===== config.mk =====
export PLATFORM = sky130hd
export DESIGN_NAME = slice_loader
export DESIGN_NICKNAME = d
export VERILOG_FILES = /design/src/rtl/slice_loader_pkg.sv /design/src/rtl/slice_loader_bounded_counter.sv /design/src/rtl/slice_loader.sv
export SDC_FILE = /design/constraint.sdc
export NUM_CORES = 1
export LEC_CHECK = 0
export CAP_MARGIN = 10
export CORE_MARGIN = 4
export CORE_UTILIZATION = 52
export DETAILED_ROUTE_END_ITERATION = 10
export PLACE_DENSITY = 0.91
export SETUP_SLACK_MARGIN = 0.05
export SLEW_MARGIN = 10
export SYNTH_ARGS = -nofsm -noshare
export SYNTH_HDL_FRONTEND = slang
export SYNTH_SLANG_ARGS = --single-unit

===== constraint.sdc =====
create_clock -name clk -period 2.5 [get_ports clk]
set_clock_uncertainty 0.15 [all_clocks]
set_input_delay 0.25 -clock clk [delete_from_list [all_inputs] [get_ports clk]]
set_output_delay 0.25 -clock clk [all_outputs]
set_load 0.1 [all_outputs]

===== src/rtl/slice_loader_pkg.sv =====
// Shared constants and state encoding for the slice loader.
package slice_loader_pkg;

    // Bits per 5x5 slice; fixed by the parity stage input width.
    localparam int WIDTH     = 25;
    // Enough bits to count 0..WIDTH-1.
    localparam int BIT_CNT_W = 5;

    typedef enum logic [1:0] {
        ST_IDLE    = 2'd0,
        ST_LOAD    = 2'd1,
        ST_PRESENT = 2'd2,
        ST_DONE    = 2'd3
    } state_t;

endpackage


===== src/rtl/slice_loader_bounded_counter.sv =====
// Up-counter from 0 to MAX with synchronous clear and a terminal-count flag.
// It saturates at MAX instead of wrapping, so a stray enable at the
// terminal value cannot roll the count over.
module slice_loader_bounded_counter #(
    parameter int MAX = 1,
    parameter int W   = 1
) (
    input  logic         clk,
    input  logic         rst,
    input  logic         en,
    input  logic         clr,
    output logic [W-1:0] cnt,
    output logic         tc
);

    localparam logic [W-1:0] MAX_V = W'(MAX);

    assign tc = (cnt == MAX_V);

    // Count register: clear wins over enable, hold at MAX.
    always_ff @(posedge clk or posedge rst) begin
        if (rst) begin
            cnt <= '0;
        end else if (clr) begin
            cnt <= '0;
        end else if (en && !tc) begin
            cnt <= cnt + W'(1);
        end
    end

endmodule


===== src/rtl/slice_loader.sv =====
// Serial-to-parallel loader: assembles 25-bit slices one bit per cycle and
// hands each to the parity stage over a valid/ready handshake, NUM_SLICES
// slices per load operation.
//
// state      | meaning
// -----------+---------------------------------------------------------
// ST_IDLE    | waiting for start
// ST_LOAD    | accepting serial bits into the slice register
// ST_PRESENT | full slice on out, waiting for outReady
// ST_DONE    | one-cycle completion pulse, then back to idle
module slice_loader
    import slice_loader_pkg::*;
#(
    parameter int NUM_SLICES = 64,
    parameter int IDX_W      = 6
) (
    input  logic             clk,
    input  logic             rst,
    input  logic             start,
    input  logic             serIn,
    input  logic             serValid,
    output logic             serReady,
    input  logic             outReady,
    output logic [WIDTH-1:0] out,
    output logic             outValid,
    output logic [IDX_W-1:0] sliceIdx,
    output logic             busy,
    output logic             done
);

    state_t               state;
    state_t               state_nxt;
    logic [BIT_CNT_W-1:0] bit_cnt;
    logic [BIT_CNT_W-1:0] bit_pos;
    logic                 bit_tc;
    logic [IDX_W-1:0]     slice_cnt;
    logic                 slice_tc;
    logic                 accept;
    logic                 handshake;
    logic                 launch;

    assign accept    = (state == ST_LOAD) && serValid;
    assign handshake = (state == ST_PRESENT) && outReady;
    assign launch    = (state == ST_IDLE) && start;

    // First accepted bit lands in the MSB (row 0 / column 0).
    assign bit_pos  = BIT_CNT_W'(WIDTH - 1) - bit_cnt;
    assign sliceIdx = slice_cnt;

    slice_loader_bounded_counter #(
        .MAX (WIDTH - 1),
        .W   (BIT_CNT_W)
    ) u_bit_cnt (
        .clk (clk),
        .rst (rst),
        .en  (accept),
        .clr (launch || handshake),
        .cnt (bit_cnt),
        .tc  (bit_tc)
    );

    // The last slice's handshake goes to DONE, so the slice count is never
    // bumped past NUM_SLICES-1.
    slice_loader_bounded_counter #(
        .MAX (NUM_SLICES - 1),
        .W   (IDX_W)
    ) u_slice_cnt (
        .clk (clk),
        .rst (rst),
        .en  (handshake && !slice_tc),
        .clr (launch),
        .cnt (slice_cnt),
        .tc  (slice_tc)
    );

    // Slice register: only written by accepted bits in LOAD.
    always_ff @(posedge clk or posedge rst) begin
        if (rst) begin
            out <= '0;
        end else if (accept) begin
            out[bit_pos] <= serIn;
        end
    end

    // State register.
    always_ff @(posedge clk or posedge rst) begin
        if (rst) begin
            state <= ST_IDLE;
        end else begin
            state <= state_nxt;
        end
    end

    // Next-state and Moore outputs decoded from the registered state.
    always_comb begin
        state_nxt = state;
        serReady  = 1'b0;
        outValid  = 1'b0;
        busy      = 1'b1;
        done      = 1'b0;
        case (state)
            ST_IDLE: begin
                busy = 1'b0;
                if (start) begin
                    state_nxt = ST_LOAD;
                end
            end
            ST_LOAD: begin
                serReady = 1'b1;
                if (accept && bit_tc) begin
                    state_nxt = ST_PRESENT;
                end
            end
            ST_PRESENT: begin
                outValid = 1'b1;
                if (outReady) begin
                    state_nxt = slice_tc ? ST_DONE : ST_LOAD;
                end
            end
            ST_DONE: begin
                done      = 1'b1;
                state_nxt = ST_IDLE;
            end
            default: begin
                state_nxt = ST_IDLE;
            end
        endcase
    end

endmodule


==> impl_metrics.env <==
export IMPL_dr_pass1_iters=4
export IMPL_numCtsBuffers=5
export IMPL_synth_edf_count=0
export IMPL_met2_length_um=2280
export IMPL_critPathKind="reg -> reg"
export IMPL_drt_iter0_drc=129
export IMPL_outcome="finished, final reports clean"
export IMPL_ys_types=49
export IMPL_synthesis_area_um2=2180
export IMPL_critical_path_top_delay_family="compound AO/OA/AOI/OAI gates"
export IMPL_rsz0062_at_grt="false"
export IMPL_clockRootBuffer="clkbuf_8"
export IMPL_num_rows=23
export IMPL_cp_data_required_time_ps=2520
export IMPL_wire_per_inst_um=15.8
export IMPL_synth_seq_area_share_pct=43.7
export IMPL_worstHoldPathType="in -> async"
export IMPL_slowest_stage="a21oi_2"
export IMPL_top_layer_used="met4"
export IMPL_grt_pass1_wl_um=8060
export IMPL_drc=0
export IMPL_clock_latency_ps=280
export IMPL_place_congestion=0.932
export IMPL_grt_max_degree=39
export IMPL_wl_met3_um=277
export IMPL_antenna_found_initial=0
export IMPL_maxCapViolCount=0
export IMPL_gr_usage_all_layers_pct=19.8
export IMPL_cts_resized=0
export IMPL_fin_nets=267
export IMPL_num_vias=1755
export IMPL_critical_path_buf_inv_count=1
export IMPL_fmax_mhz=453
export IMPL_routed_wl_um=4830
export IMPL_htreeDepth=2
export IMPL_wl_met1_um=2130
export IMPL_dieArea_um2=5290
export IMPL_portBuffers=40
export IMPL_syn_avg_cell_area_um2=10.2
export IMPL_critical_path_arrival_ps=2230
export IMPL_grt_overflow=0
export IMPL_coreArea_um2=4030
export IMPL_dpl_hpwl_um=3540
export IMPL_setup_viol_count_final=0
export IMPL_die_y_um=72.7
export IMPL_async_flop_share_pct=100
export IMPL_synthCells=213
export IMPL_start_util_pct=54.1
export IMPL_slew_violations=0
export IMPL_ys_ff_latch=38
export IMPL_tns_ps=0
export IMPL_period_share_pct=88.3
export IMPL_path_cells="inv_1 > ha_1 > nor2_1 > a21oi_2 > o22ai_1 > mux2_2"
export IMPL_yosysTopAreaCellShare_pct=43.7
export IMPL_postRouteAntennaNets=0
export IMPL_synth_fp_nets=226
export IMPL_hold_viol=0
export IMPL_cts_sinks=38
export IMPL_start_kind="flop"
export IMPL_yosysWarnings=0
export IMPL_path_clk_slew_ps=80
export IMPL_synth_area_leaders="dfrtp_1, mux2_2, nor2_1"
export IMPL_synth_most_common_cell="dfrtp_1"
export IMPL_ys_flop_type="dfrtp_1"
export IMPL_cts_buffer_depth=2
export IMPL_cp_end_kind="flop"
export IMPL_post_cts_setup_buffers=0
export IMPL_min_period_ps=2210
export IMPL_cts_hold_buf=0
export IMPL_max_stage_delay_ps=450
export IMPL_die_w_um=72.7
export IMPL_via_per_inst=5.75
export IMPL_ios=41
export IMPL_area_growth_pct=22.8
export IMPL_cts_tree="done"
export IMPL_critPathMaxFanout=12
export IMPL_antennaDiodeCount=0
export IMPL_grt_pass1_vias=1731
export IMPL_max_slew_worst_pin_slew_ps=707
export IMPL_synth_common_cells="dfrtp_1, nor2_1, mux2_2"
export IMPL_drive_gt1_share_pct=31.0
export IMPL_slew_limit_headroom_pct=52.8
export IMPL_yosys_area_top_type="dfrtp_1"
-- worst register-to-register path: cells and delay by family, from the launching register on --
family | cells | cell delay (ps)
mux | 1 | 310
fa+ha+maj | 1 | 330
buf+inv | 1 | 140
simple gates | 1 | 120
compound gates | 2 | 660
flops | 1 | 380
-- final timing paths --
path	startpoint	endpoint	slack, ps	depth (start not counted)
worst max-delay path	u_bit_cnt.cnt[1]	out[14]	290	6
worst min-delay path	rst	out[5]	230	3
worst max register to register	u_bit_cnt.cnt[1]	out[14]	290	6
worst min register to register	out[12]	out[12]	360	1
max in group asynchronous	rst	u_bit_cnt.cnt[2]	1640	3
min in group clk	out[12]	out[12]	360	1
-- cell families after synthesis --
kind of cell    Yosys count  share of synthesized area, %
compound gates           34                          11.1
buf+inv                  17                          3.56
flops                    38                          43.7
simple gates             83                          20.9
mux                      29                          14.8
fa+ha+maj                 7                          4.02
xor+xnor                  5                          2.01
-- sequential cells by signal (all words and copies together), names as in the netlist --
register         flops
out                 25
u_slice_cnt.cnt      6
u_bit_cnt.cnt        5
state                2
-- layer usage --
metal,track usage (%),up-vias
met2,30.4,63
met3,4.68,13
met1,25.7,833
li1,-,846
met4,10.7,0
met5,0,-
-- per-stage QoR --
| stage | util (%) | cell area (um^2) | setup WS, ps | cells | hold slack (ps) |
|---|---|---|---|---|---|
| global route | 66.4 | 2680 | 129 | 305 | 284 |
| detailed placement | 62.9 | 2530 | 218 | 297 | 334 |
| finish | 66.4 | 2680 | 291 | 305 | 232 |
| CTS | 66.4 | 2680 | 314 | 305 | 249 |
| floorplan | - | 2180 | 193 | 213 | 252 |
| global placement | 62.9 | 2530 | 283 | 297 | 339 |
-- final cells by class --
class                           count  area (um^2)
Fill cell                         329         1350
Inverter                            7         26.3
Sequential cell                    38          951
Tap cell                           50         62.6
Multi-Input combinational cell    158         1150
Clock buffer                        6         82.6
Clock inverter                      2         60.1
Timing Repair Buffer               44          343
-- cells in the final DEF (no fill, tap or decap), types with 4 or more instances in the layout --
| cell type | Yosys | layout |
|---|---|---|
| xor2_1 | 4 | 4 |
| nand2_1 | 23 | 23 |
| mux2i_1 | 4 | 4 |
| clkbuf_8 | 0 | 6 |
| a21oi_1 | 4 | 4 |
| o32ai_1 | 4 | 4 |
| clkdlybuf4s50_1 | 0 | 5 |
| buf_4 | 2 | 39 |
| and4b_1 | 5 | 5 |
| o21ai_0 | 7 | 7 |
| ha_1 | 7 | 7 |
| mux2_2 | 24 | 24 |
| nor2_1 | 25 | 25 |
| inv_1 | 7 | 7 |
| dfrtp_1 | 38 | 38 |
| o22ai_1 | 8 | 8 |
Power is left out: the tool's default activity adds up to more than one toggle a clock period on the data nets, which glitch-free logic cannot reach.
